<file path="config.mk">
export PLATFORM = sky130hd
export DESIGN_NAME = apb_master_q
export DESIGN_NICKNAME = d
export VERILOG_FILES = /design/src/rtl/apb_master_q.sv
export SDC_FILE = /design/constraint.sdc
export NUM_CORES = 1
export LEC_CHECK = 0
export ABC_AREA = 1
export BUFFER_PORTS_ARGS = -buffer_cell sky130_fd_sc_hd__clkbuf_2
export CAP_MARGIN = 20
export CORE_UTILIZATION = 43
export DETAILED_ROUTE_END_ITERATION = 16
export PLACE_DENSITY_LB_ADDON = 0.2
export SLEW_MARGIN = 15
export SYNTH_ARGS = -nofsm -noshare
export SYNTH_HDL_FRONTEND = slang
export SYNTH_SLANG_ARGS = --single-unit
</file>
<file path="constraint.sdc">
create_clock -name clk -period 4.5 [get_ports clk]
set_clock_uncertainty 0.2 [all_clocks]
set_input_delay 0.225 -clock clk [delete_from_list [all_inputs] [get_ports clk]]
set_output_delay 0.225 -clock clk [all_outputs]
set_load 0.02 [all_outputs]
</file>
<file path="src/rtl/apb_master_q.sv">
// APB4 master for the register-debug path: queued commands in, one APB transfer
// per command, one response out. Handles wait states, pslverr and timeouts.
module apb_master_q #(
    parameter int ADDRW   = 32,
    parameter int DATAW   = 32,
    parameter int DEPTH   = 4,
    parameter int TIMEOUT = 16
) (
    input  logic                     clk,
    input  logic                     rst_n,
    input  logic                     cmd_valid,
    output logic                     cmd_ready,
    input  logic                     cmd_write,
    input  logic [ADDRW-1:0]         cmd_addr,
    input  logic [DATAW-1:0]         cmd_wdata,
    input  logic [DATAW/8-1:0]       cmd_strb,
    output logic [$clog2(DEPTH):0]   cmd_count,
    output logic                     busy,
    output logic                     rsp_valid,
    input  logic                     rsp_ready,
    output logic [DATAW-1:0]         rsp_rdata,
    output logic                     rsp_err,
    output logic                     rsp_timeout,
    output logic                     rsp_write,
    output logic [ADDRW-1:0]         paddr,
    output logic                     psel,
    output logic                     penable,
    output logic                     pwrite,
    output logic [DATAW-1:0]         pwdata,
    output logic [DATAW/8-1:0]       pstrb,
    input  logic [DATAW-1:0]         prdata,
    input  logic                     pready,
    input  logic                     pslverr
);

    localparam int PW = $clog2(DEPTH);
    localparam int SW = DATAW / 8;
    localparam int EW = 1 + ADDRW + DATAW + SW;
    localparam int WW = (TIMEOUT > 1) ? $clog2(TIMEOUT) : 1;

    localparam logic [PW:0]   FULL_CNT = (PW+1)'(DEPTH);
    localparam logic [PW:0]   ONE_CNT  = (PW+1)'(1);
    localparam logic [PW-1:0] ONE_PTR  = PW'(1);
    localparam logic [WW-1:0] ONE_W    = WW'(1);
    localparam logic [WW-1:0] WLAST    = WW'((TIMEOUT > 0) ? TIMEOUT - 1 : 0);

    localparam logic [1:0] S_IDLE   = 2'd0;
    localparam logic [1:0] S_SETUP  = 2'd1;
    localparam logic [1:0] S_ACCESS = 2'd2;

    logic [1:0]     state;
    logic [WW-1:0]  wait_cnt;
    logic [EW-1:0]  fifo_mem [DEPTH];
    logic [PW-1:0]  wr_ptr;
    logic [PW-1:0]  rd_ptr;
    logic           push;
    logic           pop;
    logic           timeout_hit;

    logic              head_write;
    logic [ADDRW-1:0]  head_addr;
    logic [DATAW-1:0]  head_wdata;
    logic [SW-1:0]     head_strb;

    assign cmd_ready   = (cmd_count != FULL_CNT);
    assign push        = cmd_valid && cmd_ready;
    assign pop         = (state == S_IDLE) && (cmd_count != '0) && (!rsp_valid || rsp_ready);
    assign busy        = (cmd_count != '0) || (state != S_IDLE) || rsp_valid;
    assign timeout_hit = (TIMEOUT != 0) && (wait_cnt == WLAST);

    assign {head_write, head_addr, head_wdata, head_strb} = fifo_mem[rd_ptr];

    always_ff @(posedge clk) begin
        if (push) begin
            fifo_mem[wr_ptr] <= {cmd_write, cmd_addr, cmd_wdata, cmd_strb};
        end
    end

    // Pointers wrap for free since DEPTH is a power of two.
    always_ff @(posedge clk) begin
        if (!rst_n) begin
            wr_ptr    <= '0;
            rd_ptr    <= '0;
            cmd_count <= '0;
        end else begin
            if (push) wr_ptr <= wr_ptr + ONE_PTR;
            if (pop)  rd_ptr <= rd_ptr + ONE_PTR;
            case ({push, pop})
                2'b10:   cmd_count <= cmd_count + ONE_CNT;
                2'b01:   cmd_count <= cmd_count - ONE_CNT;
                default: cmd_count <= cmd_count;
            endcase
        end
    end

    always_ff @(posedge clk) begin
        if (!rst_n) begin
            state       <= S_IDLE;
            wait_cnt    <= '0;
            psel        <= 1'b0;
            penable     <= 1'b0;
            pwrite      <= 1'b0;
            paddr       <= '0;
            pwdata      <= '0;
            pstrb       <= '0;
            rsp_valid   <= 1'b0;
            rsp_rdata   <= '0;
            rsp_err     <= 1'b0;
            rsp_timeout <= 1'b0;
            rsp_write   <= 1'b0;
        end else begin
            if (rsp_valid && rsp_ready) begin
                rsp_valid <= 1'b0;
            end
            case (state)
                S_IDLE: begin
                    if (pop) begin
                        state    <= S_SETUP;
                        psel     <= 1'b1;
                        penable  <= 1'b0;
                        paddr    <= head_addr;
                        pwrite   <= head_write;
                        pwdata   <= head_wdata;
                        pstrb    <= head_write ? head_strb : '0;
                        wait_cnt <= '0;
                    end
                end
                S_SETUP: begin
                    state   <= S_ACCESS;
                    penable <= 1'b1;
                end
                S_ACCESS: begin
                    if (pready) begin
                        state       <= S_IDLE;
                        psel        <= 1'b0;
                        penable     <= 1'b0;
                        rsp_valid   <= 1'b1;
                        rsp_rdata   <= pwrite ? '0 : prdata;
                        rsp_err     <= pslverr;
                        rsp_timeout <= 1'b0;
                        rsp_write   <= pwrite;
                    end else if (timeout_hit) begin
                        state       <= S_IDLE;
                        psel        <= 1'b0;
                        penable     <= 1'b0;
                        rsp_valid   <= 1'b1;
                        rsp_rdata   <= '0;
                        rsp_err     <= 1'b1;
                        rsp_timeout <= 1'b1;
                        rsp_write   <= pwrite;
                    end else begin
                        wait_cnt <= wait_cnt + ONE_W;
                    end
                end
                default: begin
                    state   <= S_IDLE;
                    psel    <= 1'b0;
                    penable <= 1'b0;
                end
            endcase
        end
    end

endmodule
</file>
---- Yosys cells after proc, flatten, opt, wreduce, memory -nomap -nowiden ----
Memories as Yosys holds them, arrays and structs flattened. A register that Yosys moved wholly into a read port is not among the register bits.
Index checks and enable logic that the tools add are counted.
storage, ports and cells
  bits of input ports ..................... 107
  word-level logic and storage cells ...... 84
  memories kept ........................... 1
  output and inout port bits .............. 112
  bits in writable memories ............... 276
  register bits after elaboration ......... 120
cells by class
  $add $sub $neg .......................... 5
  equal/unequal tests ..................... 10
  bitwise operators ....................... 1
  mux-type cells .......................... 32
  reductions and logical operators ........ 19
memories
  name      depth  bits a word  rd ports  clocked after Yosys merged registers in  write ports  RTL line  text
  fifo_mem  4      69           1         1                                        1            53        logic [EW-1:0] fifo_mem [DEPTH];
operators with widths
  operator                                                                number
  32-bit 2-to-1 mux                                                       3
  4-bit 2-to-1 mux                                                        4
  1-bit 2-to-1 mux                                                        15
  2-bit 2-to-1 mux                                                        5
  4-bit case mux with 2 select lines                                      1
  2-bit nonzero test                                                      4
  2-bit != test (second input constant)                                   3
  3-bit != test (second input constant)                                   2
  1-bit case mux with 3 select lines                                      2
  2-bit case mux with 3 select lines                                      1
  3-bit case mux with 2 select lines                                      1
  2-bit AND reduction                                                     3
  2-bit by 1-bit adder with 2-bit output (second input constant)          2
  4-bit by 1-bit adder with 4-bit output (second input constant)          1
  2-bit by 1-bit equality test with 1-bit output (second input constant)  2
  2-bit equality test (second input constant)                             2
  4-bit equality test (second input constant)                             1
  1-bit logical AND                                                       4
  4-bit AND reduction                                                     1
  3-bit by 1-bit adder with 3-bit output (second input constant)          1
  1-bit logical OR                                                        3
  3-bit AND reduction                                                     1
  3-bit nonzero test                                                      1
  3-bit by 1-bit subtractor with 3-bit output (second input constant)     1
  other kinds (3)                                                         3

---- Depth between registers and ports, before layout ----
Gate-level depths: netlist (run 1).
  depth after elaboration ................. 5
  mapped depth ............................ 13
  mapped depth without buffers ............ 12

---- Worst setup path after synthesis (run 1) ----
Ideal clock, no wire load.
  path type ............................... register to register
  start ................................... reg cmd_count[1]
  end ..................................... mem fifo_mem[0][0] in the netlist's numbering (enable)
  cell stages (with the launch flop) ...... 5
  required time ........................... 3803 ps
  period minus slack after synthesis ...... 4615 ps
  path slack .............................. -115 ps
  path buffers ............................ 0
  setup time .............................. 497 ps
  data arrival time ....................... 3919 ps
  path through ............................ dfxtp_1 inv_1 nand3_1 nand2_1 nor2_1
between the ends
  longest elaborated chain between the ends .. 4
RTL lines
  what                                    RTL line  text
  from (decl)                             17        output logic [$clog2(DEPTH):0] cmd_count,
  from (signal assigned)                  89        2'b10: cmd_count <= cmd_count + ONE_CNT;
  from (signal assigned)                  90        2'b01: cmd_count <= cmd_count - ONE_CNT;
  from (signal assigned)                  91        default: cmd_count <= cmd_count;
  3-bit != test                           65        assign cmd_ready = (cmd_count != FULL_CNT);
  via cmd_ready                           12        output logic cmd_ready,
  1-bit logical AND                       66        assign push = cmd_valid && cmd_ready;
  1-bit 2-to-1 mux                        74        if (push) begin
  1-bit 2-to-1 mux (implied by the code)  75        fifo_mem[wr_ptr] <= {cmd_write, cmd_addr, cmd_wdata, cmd_strb};
  to (decl)                               53
The timed path passes the listed nets, and every way through them passes these cells.

---- Worst setup path after layout (run 1) ----
  start ................................... reg cmd_count[1]
  end ..................................... mem fifo_mem[1][52] in the netlist's numbering (enable)
between the ends
  longest elaborated chain between the ends .. 4
RTL lines
  what                                    RTL line
  3-bit != test                           65
  1-bit logical AND                       66
  1-bit 2-to-1 mux                        74
  1-bit 2-to-1 mux (implied by the code)  75
No other way between the ends.

==> results of run 1 <==
## final cells by class
type | instances | area (sq um)
Multi-Input combinational cell | 808 | 3620
Clock inverter | 20 | 199
Sequential cell | 397 | 10700
Antenna cell | 3 | 7.51
Tap cell | 448 | 561
Fill cell | 2855 | 15000
Timing Repair Buffer | 348 | 2370
Clock buffer | 58 | 1150
Inverter | 43 | 166
## power breakdown
group          leakage [nW]  internal (mW)  switching, mW
Sequential             3.53           4.48          0.274
Combinational          2.99           1.00           2.23
Clock                 0.659           1.97           1.37
Total                  7.17           7.45           3.88
## worst reg2reg max path: stages (launching register included)
cell	delay, ps
dfxtp_1	370
inv_1	100
nand3_1	120
nand2_1	320
nor2_4	660
buf_4	530
## layout by cell type (no fill, tap or decap), types with 3 or more instances in the layout
cell type,Yosys,layout
o21ai_1,130,130
ha_1,6,6
clkbuf_1,35,12
inv_1,36,36
nor2_1,336,332
dlygate4sd3_1,0,113
nand2_1,117,117
clkinv_1,0,3
clkbuf_2,0,217
nor2_4,3,7
bufinv_16,0,3
nand3_1,22,21
diode_2,0,3
edfxtp_1,276,276
clkinv_2,0,8
inv_2,7,5
clkbuf_8,0,4
buf_4,7,16
o21ai_0,134,134
a21oi_1,52,52
dfxtp_1,121,120
clkbuf_16,0,42
## routing by layer
metal,up-vias,track usage
met5,-,0
met4,0,0.0500
met3,47,0.0344
met2,293,0.317
met1,4991,0.265
li1,5182,-
## flip-flops by register name (all words and copies together) (netlist names), 2 cells and up, named ones only
| register | cells |
|---|---|
| cmd_count | 3 |
| fifo_mem | 276 |
| paddr | 32 |
| pstrb | 4 |
| pwdata | 32 |
| rd_ptr | 2 |
| rsp_rdata | 32 |
| wait_cnt | 4 |
| wr_ptr | 2 |
## kinds of logic (layout without fill, tap and decap cells)
| kind of cell | Yosys count | after routing |
|---|---|---|
| buffers and inverters | 121 | 469 |
| AOI/OAI and AO/OA | 318 | 318 |
| and+or+nand+nor | 482 | 482 |
| DFF | 397 | 397 |
| xor gates and xnor gates | 1 | 1 |
| other | 0 | 3 |
| adders and majority gates | 7 | 7 |
## metrics by stage
step | instances | setup slack (ps) | power (mW) | hold slack, ps | instance area [sq um]
5_1_grt | 2125 | 1640 | 12.0 | 187 | 18800
2_1_floorplan | 1326 | -115 | 7.07 | 124 | 14900
3_3_place_gp | 1930 | 1900 | 7.96 | 243 | 16300
3_5_place_dp | 1930 | 1850 | 8.00 | 249 | 16300
4_1_cts | 2121 | 1840 | 11.4 | 118 | 18700
6_report | 2125 | 1840 | 11.3 | 163 | 18800
## how the worst max path moves through the flow
stage | cells after the start | slack (ps) | endpoint
6_report | 5 | 1840 | fifo_mem[1][52]$_DFFE_PP_
5_1_grt | 5 | 1640 | fifo_mem[1][38]$_DFFE_PP_
4_1_cts | 5 | 1840 | fifo_mem[1][52]$_DFFE_PP_
3_5_place_dp | 5 | 1850 | fifo_mem[1][47]$_DFFE_PP_
3_3_place_gp | 6 | 1900 | paddr[9]$_SDFFE_PN0P_
2_1_floorplan | 4 | -120 | fifo_mem[0][0]$_DFFE_PP_
==> impl_metrics.py, run 1 <==
metrics = {
    "cells_and_area": {
        "nets": 1754,
        "syn2layout_area_growth_pct": 26.4,
        "fin_util": 0.556,
        "drive_gt1_frac": 0.189,
    },
    "placement": {
        "io_buffers": 218,
        "gp_congestion": 0.784,
        "dp_hpwl_um": 19500,
    },
    "critical_path": {
        "endpoint_kind": "register",
        "r2r_cells": 5,
        "cp_data_required_time_ps": 4470,
        "cp-start-kind": "register",
        "crit_type": "reg2reg",
        "cp.arrival_ps": 2630,
        "r2r-end": "fifo_mem[1][52]$_DFFE_PP_",
        "path_cells": "inv_1, nand3_1, nand2_1, nor2_4, buf_4",
        "cp_num_buf_inv": 2,
        "critical_path.max_fanout": 30,
        "cpMaxStageDelayCell": "nor2_4",
        "reg2reg_from": "cmd_count[1]$_SDFFE_PN0P_",
        "r2r_setup_slack_ps": 1840,
        "path_delay_family": "simple AND/OR/NAND/NOR gates",
        "slowest_delay_ps": 660,
        "crit_start": "cmd_count[1]$_SDFFE_PN0P_",
    },
    "logic_synthesis": {
        "synth_edf_count": 276,
        "ys_warn_count": 0,
        "synth_top_family_by_area": "simple AND/OR/NAND/NOR gates",
        "synthesis.instances": 1326,
        "synth-xor-area-share": 0.000589,
        "synth_fa_ha_area_frac": 0.00640,
        "yosys.area.top_type": "edfxtp_1",
        "syn_avg_cell_area_sq_um": 11.2,
        "synthTopCellsByArea": "edfxtp_1, dfxtp_1, nor2_1, o21ai_0, o21ai_1",
        "ys_ff_latch": 397,
        "ys_seq_area_frac": 0.720,
        "synthesis.area_sq_um": 14900,
        "synth.mux.area_fraction": 0,
        "synth.most_common_cell": "nor2_1",
        "synth_fp_nets": 1440,
        "synthTopCellsByCount": "nor2_1, edfxtp_1, o21ai_0",
        "async_flop_share": 0,
        "ys.flop_type": "edfxtp_1",
        "synth_cell_types": 23,
        "synth_compound_area_frac": 0.107,
        "synthSimpleGateAreaFrac": 0.126,
        "yosys.area.top_type_share": 0.558,
    },
    "cts": {
        "cts_root_buffer": "clkbuf_16",
        "ctsResizeCount": 0,
        "cts_made_buffers": 42,
        "post_cts_buffers": 0,
        "cts_tree": "built",
        "htree_levels": 2,
        "clock-sinks": 397,
        "cts.path.max_buffers": 3,
        "clk-insertion-delay-late_ps": 530,
        "hold_buffers": 113,
        "path_clk_slew_ps": 60,
    },
    "hold_path": {
        "hold_path_depth": 3,
        "min_to": "wr_ptr[1]$_SDFFE_PN0P_",
        "hp-class": "in2reg",
        "min_from": "cmd_valid",
    },
    "route": {
        "drt_iter0_drc": 692,
        "met1_length_um": 15600,
        "wl_met2_um": 16100,
        "antenna_left": 0,
        "drc": 0,
        "dr.pass1.iters": 5,
        "met3_length_um": 1890,
        "avgRoutedWirePerCell_um": 16.1,
        "routed_wl_um": 34100,
        "vias": 10513,
        "top_layer": "met4",
        "viasPerCell": 4.95,
    },
    "sta": {
        "worst_pin_slew_ps": 1050,
        "slew_viol_final": 0,
        "tns_ps": 0,
        "report.final.hold_viol_count": 0,
        "slew_headroom": 0.300,
        "rsz0062_at_grt": "false",
        "max_freq_mhz": 376,
        "timing.final.crit_share": 0.591,
        "setup_violations": 0,
        "period_minus_slack_ps": 2660,
    },
    "global_route": {
        "grt_start_max_net_pins": 108,
        "grt_pass1_wl_um": 54100,
        "grt_antenna_before_repair": 4,
        "track_usage": 0.193,
        "grt_overflow": 0,
        "grt_pass1_vias": 10038,
    },
    "floorplan": {
        "ios": 219,
        "design.die.area_sq_um": 35300,
        "initial_utilization": 0.440,
        "rows": 67,
        "die_h_um": 188,
        "die_w_um": 188,
        "core_region_area_sq_um": 33800,
    },
    "power": {
        "ir_drop_mv": 0.398,
        "powerDensity_nw_per_um2": 603,
        "leakage_nw": 7.17,
    },
    "run": {
        "cap_violations": 0,
    },
    "run_status": {
        "status": "finished, final reports clean",
    },
}
Power figures use the tool's default switching activity.
==> run 2, diff against run 1 <==
clock period = 2.75 ns   (was 4.5 ns; I/O delays follow)
==> run 2 against run 1 <==
Net effect:
- the flow now finishes with violations (hold timing)
- critical path depth up 2
- setup slack worse by 1600 ps
- first-iteration DRC count down 14%
- die area stayed put
- sequential cell count unchanged
- final area rose by 1.9%
- largest cell class unchanged
- register-to-register slack got worse by 1600 ps
- total power up 64%
- fmax up 5.8%
- clock power up 58%
- utilization grew 1.1 points
==> impl_metrics.py, run 2 (synthesis gave the netlist of run 1 again) <==
metrics = {
    "global_route": {
        "track_usage": 0.193,
        "grt_overflow": 0,
        "grt_pass1_wl_um": 54600,
        "grt_antenna_before_repair": 2,
        "grt_start_max_net_pins": 139,
        "grt_pass1_vias": 10548,
    },
    "route": {
        "routed_wl_um": 33900,
        "dr.pass1.iters": 4,
        "drc": 0,
        "vias": 10523,
        "drt_iter0_drc": 598,
        "viasPerCell": 4.89,
        "antenna_left": 0,
        "avgRoutedWirePerCell_um": 15.8,
    },
    "cells_and_area": {
        "drive_gt1_frac": 0.187,
        "syn2layout_area_growth_pct": 28.8,
        "nFillCells": 2828,
        "fin_util": 0.567,
        "layout_common_cells": "nor2_1, edfxtp_1, clkbuf_2",
        "max_flop_register": "fifo_mem",
        "nets": 1785,
        "final_common_cell": "nor2_1",
        "largest_reg_flops": 276,
    },
    "run_status": {
        "failed_checks": "hold timing",
        "status": "finished with violations",
    },
    "critical_path": {
        "critical_path.max_fanout": 32,
        "cp-start-kind": "register",
        "crit_type": "reg2reg",
        "cp_data_required_time_ps": 3000,
        "endpoint_kind": "register",
        "cp.arrival_ps": 2760,
    },
    "floorplan": {
        "die_h_um": 188,
        "ios": 219,
        "rows": 67,
        "initial_utilization": 0.440,
        "core_region_area_sq_um": 33800,
        "die_w_um": 188,
        "design.die.area_sq_um": 35300,
    },
    "placement": {
        "io_buffers": 218,
        "dp_hpwl_um": 18700,
        "gp_congestion": 0.760,
    },
    "cts": {
        "ctsResizeCount": 0,
        "hold_buffers": 137,
        "cts.path.max_buffers": 3,
        "cts_tree": "built",
        "htree_levels": 2,
        "path_clk_slew_ps": 60,
        "clk-insertion-delay-late_ps": 520,
        "cts_made_buffers": 42,
        "clock-sinks": 397,
        "cts_root_buffer": "clkbuf_16",
        "post_cts_buffers": 0,
    },
    "sta": {
        "tns_ps": 0,
        "setup_violations": 0,
        "rsz0062_at_grt": "false",
        "max_freq_mhz": 398,
        "timing.final.crit_share": 0.914,
        "slew_viol_final": 0,
        "period_minus_slack_ps": 2510,
        "report.final.hold_viol_count": 2,
        "slew_headroom": 0.441,
        "worst_pin_slew_ps": 839,
        "whs_ps": -1.16,
    },
    "power": {
        "leakage_nw": 7.25,
        "p_sw_frac": 0.340,
        "power.internal_mw": 12.2,
        "ir_drop_mv": 0.595,
        "seqPwrFrac": 0.413,
        "p_clk_frac": 0.285,
        "p_switching_mw": 6.32,
        "powerDensity_nw_per_um2": 970,
        "combPwrFrac": 0.301,
    },
    "hold_path": {
        "hp-class": "in2reg",
    },
    "run": {
        "cap_violations": 0,
    },
}
run 2: routing by layer:
layer	vias up	share of wire	GRT usage
met3	39	0.051	0.0352
met5	-	0	0
met1	4991	0.45	0.240
li1	5235	-	-
met4	0	0.014	0.0444
met2	258	0.49	0.347
run 2: path summary, 6_finish.rpt:
kind                                to                      start  slack [ps]  cells past startpoint
max          rsp_rdata[3]$_SDFFE_PN0P_       penable$_SDFFE_PN0P_         240                      7
min              pstrb[1]$_SDFFE_PN0P_                      rst_n          -1                      3
max reg2reg  rsp_rdata[3]$_SDFFE_PN0P_       penable$_SDFFE_PN0P_         240                      7
min reg2reg  rsp_rdata[0]$_SDFFE_PN0P_  rsp_rdata[0]$_SDFFE_PN0P_         260                      2
run 2: power by group through the flow:
stage	Clock, mW	Combinational [mW]	Sequential [mW]
after global routing	5.64	6.32	7.76
after global placement	0	5.44	7.77
final	5.29	5.60	7.67
after detailed placement	0	5.49	7.79
after floorplan	0	3.29	8.27
after CTS	5.41	5.68	7.68
run 2: layout make-up:
cell class / count / area [sq um] / area share
clock buffer: 62 / 1200 / 0.0625
antenna: 2 / 5.00 / 0.000261
sequential: 397 / 10700 / 0.560
inverter: 43 / 166 / 0.00869
timing repair buffer: 379 / 2780 / 0.145
tap: 448 / 561 / 0.0293
multi-input combinational: 808 / 3620 / 0.189
clock inverter: 15 / 105 / 0.00549
run 2: metrics by stage:
step                power, mW  cells  cell area [sq um]  worst slack, ps  hold slack [ps]
floorplan                11.6   1326              14900             -752             36.4
global placement         13.2   1938              16500              610              156
detailed placement       13.3   1938              16500              583              157
CTS                      18.8   2152              19100              239             12.4
global route             19.7   2153              19100             48.7             29.9
finish                   18.6   2154              19100              236            -1.16
run 2: critical path, stage by stage, from the launching register on:
cell and delay [ps]:
dfxtp_1 390, inv_2 70, nor2_4 170, nand2_2 100
nor2_4 570, nand2_1 160, dlygate4sd3_1 630, a21oi_1 150
==> run 3, diff against run 2 <==
PLACE_DENSITY = 0.6   (was default)
PLACE_DENSITY_LB_ADDON = default   (was 0.2)
==> run 3 against run 2 <==
Net effect:
- the run now ends clean
- routed wire length up 1.7%
- setup slack gained 14 ps
- register-to-register slack about the same
- final area is 0.28% lower
- critical path type unchanged
- largest power group unchanged
==> impl_metrics.py, run 3 (synthesis gave the netlist of run 1 again) <==
metrics = {
    "floorplan": {
        "initial_utilization": 0.440,
        "design.die.area_sq_um": 35300,
        "rows": 67,
        "die_h_um": 188,
        "core_region_area_sq_um": 33800,
        "ios": 219,
        "die_w_um": 188,
    },
    "route": {
        "viasPerCell": 4.90,
        "drc": 0,
        "routed_wl_um": 34500,
        "antenna_left": 0,
        "drt_iter0_drc": 501,
        "vias": 10537,
        "dr.pass1.iters": 5,
        "avgRoutedWirePerCell_um": 16.0,
    },
    "placement": {
        "place_area_sq_um": 16400,
        "place_inst": 1935,
        "dp_hpwl_um": 18600,
        "gp_congestion": 0.772,
        "io_buffers": 218,
        "place_ws_ps": 627,
    },
    "cts": {
        "cts.path.max_buffers": 3,
        "cts_root_buffer": "clkbuf_16",
        "clk-insertion-delay-late_ps": 530,
        "htree_levels": 2,
        "path_clk_slew_ps": 60,
        "hold_buffers": 137,
        "ctsResizeCount": 0,
        "cts_made_buffers": 42,
        "clock-sinks": 397,
        "post_cts_buffers": 0,
        "cts_tree": "built",
    },
    "global_route": {
        "grt_pass1_vias": 10594,
        "grt_pass1_wl_um": 55100,
        "grt_overflow": 0,
        "grt_antenna_before_repair": 2,
        "grt_start_max_net_pins": 139,
        "track_usage": 0.197,
    },
    "sta": {
        "report.final.hold_viol_count": 0,
        "slew_viol_final": 0,
        "setup_violations": 0,
        "rsz0062_at_grt": "false",
        "period_minus_slack_ps": 2500,
        "slew_headroom": 0.433,
        "tns_ps": 0,
        "timing.final.crit_share": 0.909,
        "max_freq_mhz": 400,
        "worst_pin_slew_ps": 850,
        "setup_ws_ps": 251,
    },
    "cells_and_area": {
        "nFillCells": 2822,
        "nets": 1782,
        "largest_reg_flops": 276,
        "fin_area_sq_um": 19100,
        "max_flop_register": "fifo_mem",
        "drive_gt1_frac": 0.186,
        "instances_no_fill": 2151,
        "syn2layout_area_growth_pct": 28.4,
        "final_common_cell": "nor2_1",
        "layout_common_cells": "nor2_1, edfxtp_1, clkbuf_2",
    },
    "hold_path": {
        "min_to": "paddr[30]$_SDFFE_PN0P_",
        "min_from": "rst_n",
        "hp-class": "in2reg",
        "hold_path_depth": 3,
    },
    "critical_path": {
        "r2r_cells": 7,
        "r2r-end": "rsp_rdata[12]$_SDFFE_PN0P_",
        "r2r_setup_slack_ps": 250,
        "reg2reg_from": "penable$_SDFFE_PN0P_",
        "endpoint_kind": "register",
        "cp_data_required_time_ps": 3000,
        "cp.arrival_ps": 2750,
        "cp-start-kind": "register",
        "crit_type": "reg2reg",
        "critical_path.max_fanout": 32,
    },
    "power": {
        "leakage_nw": 7.22,
        "ir_drop_mv": 0.599,
        "seqPwrFrac": 0.416,
        "combPwrFrac": 0.298,
        "power.internal_mw": 12.2,
        "powerDensity_nw_per_um2": 970,
        "power_mw": 18.5,
        "p_sw_frac": 0.343,
        "p_switching_mw": 6.35,
        "p_clk_frac": 0.286,
    },
    "run": {
        "cap_violations": 0,
    },
    "run_status": {
        "status": "finished, final reports clean",
    },
}
run 3: worst max path at each step:
stage                                       endpoint  cells after the start                       from  slack (ps)
after CTS                 rsp_rdata[30]$_SDFFE_PN0P_                      7       penable$_SDFFE_PN0P_         300
after global placement     fifo_mem[2][35]$_DFFE_PP_                      6  cmd_count[1]$_SDFFE_PN0P_         670
after floorplan             fifo_mem[0][0]$_DFFE_PP_                      4  cmd_count[1]$_SDFFE_PN0P_        -750
final                     rsp_rdata[12]$_SDFFE_PN0P_                      7       penable$_SDFFE_PN0P_         250
after global routing      rsp_rdata[26]$_SDFFE_PN0P_                      7       penable$_SDFFE_PN0P_         100
after detailed placement   fifo_mem[2][35]$_DFFE_PP_                      6  cmd_count[1]$_SDFFE_PN0P_         630
run 3: layout make-up:
type	count	area [sq um]	share of cell area
Inverter	43	166	0.00872
Clock buffer	58	1130	0.0592
Antenna cell	1	2.50	0.000131
Multi-Input combinational cell	808	3620	0.189
Timing Repair Buffer	376	2730	0.143
Sequential cell	397	10700	0.561
Tap cell	448	561	0.0294
Clock inverter	20	168	0.00878
run 3: worst max-delay path, cell delays in order, from the launching register on:
cell and delay [ps]:
dfxtp_1 390, inv_2 70, nor2_4 170, nand2_2 100
nor2_4 530, nand2_1 140, dlygate4sd3_1 630, a21oi_1 180
run 3: layer usage:
metal,part of all wire,vias up,global-route usage
met5,0.00038,-,0
li1,-,5244,-
met3,0.061,68,0.0380
met4,0.024,2,0.0566
met2,0.48,316,0.346
met1,0.43,4907,0.247
run 3: power by group through the flow:
stage	logic, mW	registers, mW	clock network (mW)
finish	5.51	7.70	5.30
global route	6.22	7.79	5.67
CTS	5.61	7.71	5.44
detailed placement	5.43	7.82	0
global placement	5.36	7.80	0
floorplan	3.29	8.27	0
run 3: stage by stage:
stage | util | hold WS (ps)
after floorplan | - | 36.4
after global placement | 0.486 | 157
after detailed placement | 0.486 | 157
after CTS | 0.565 | 50.0
after global routing | 0.565 | 123
final | 0.565 | 55.4
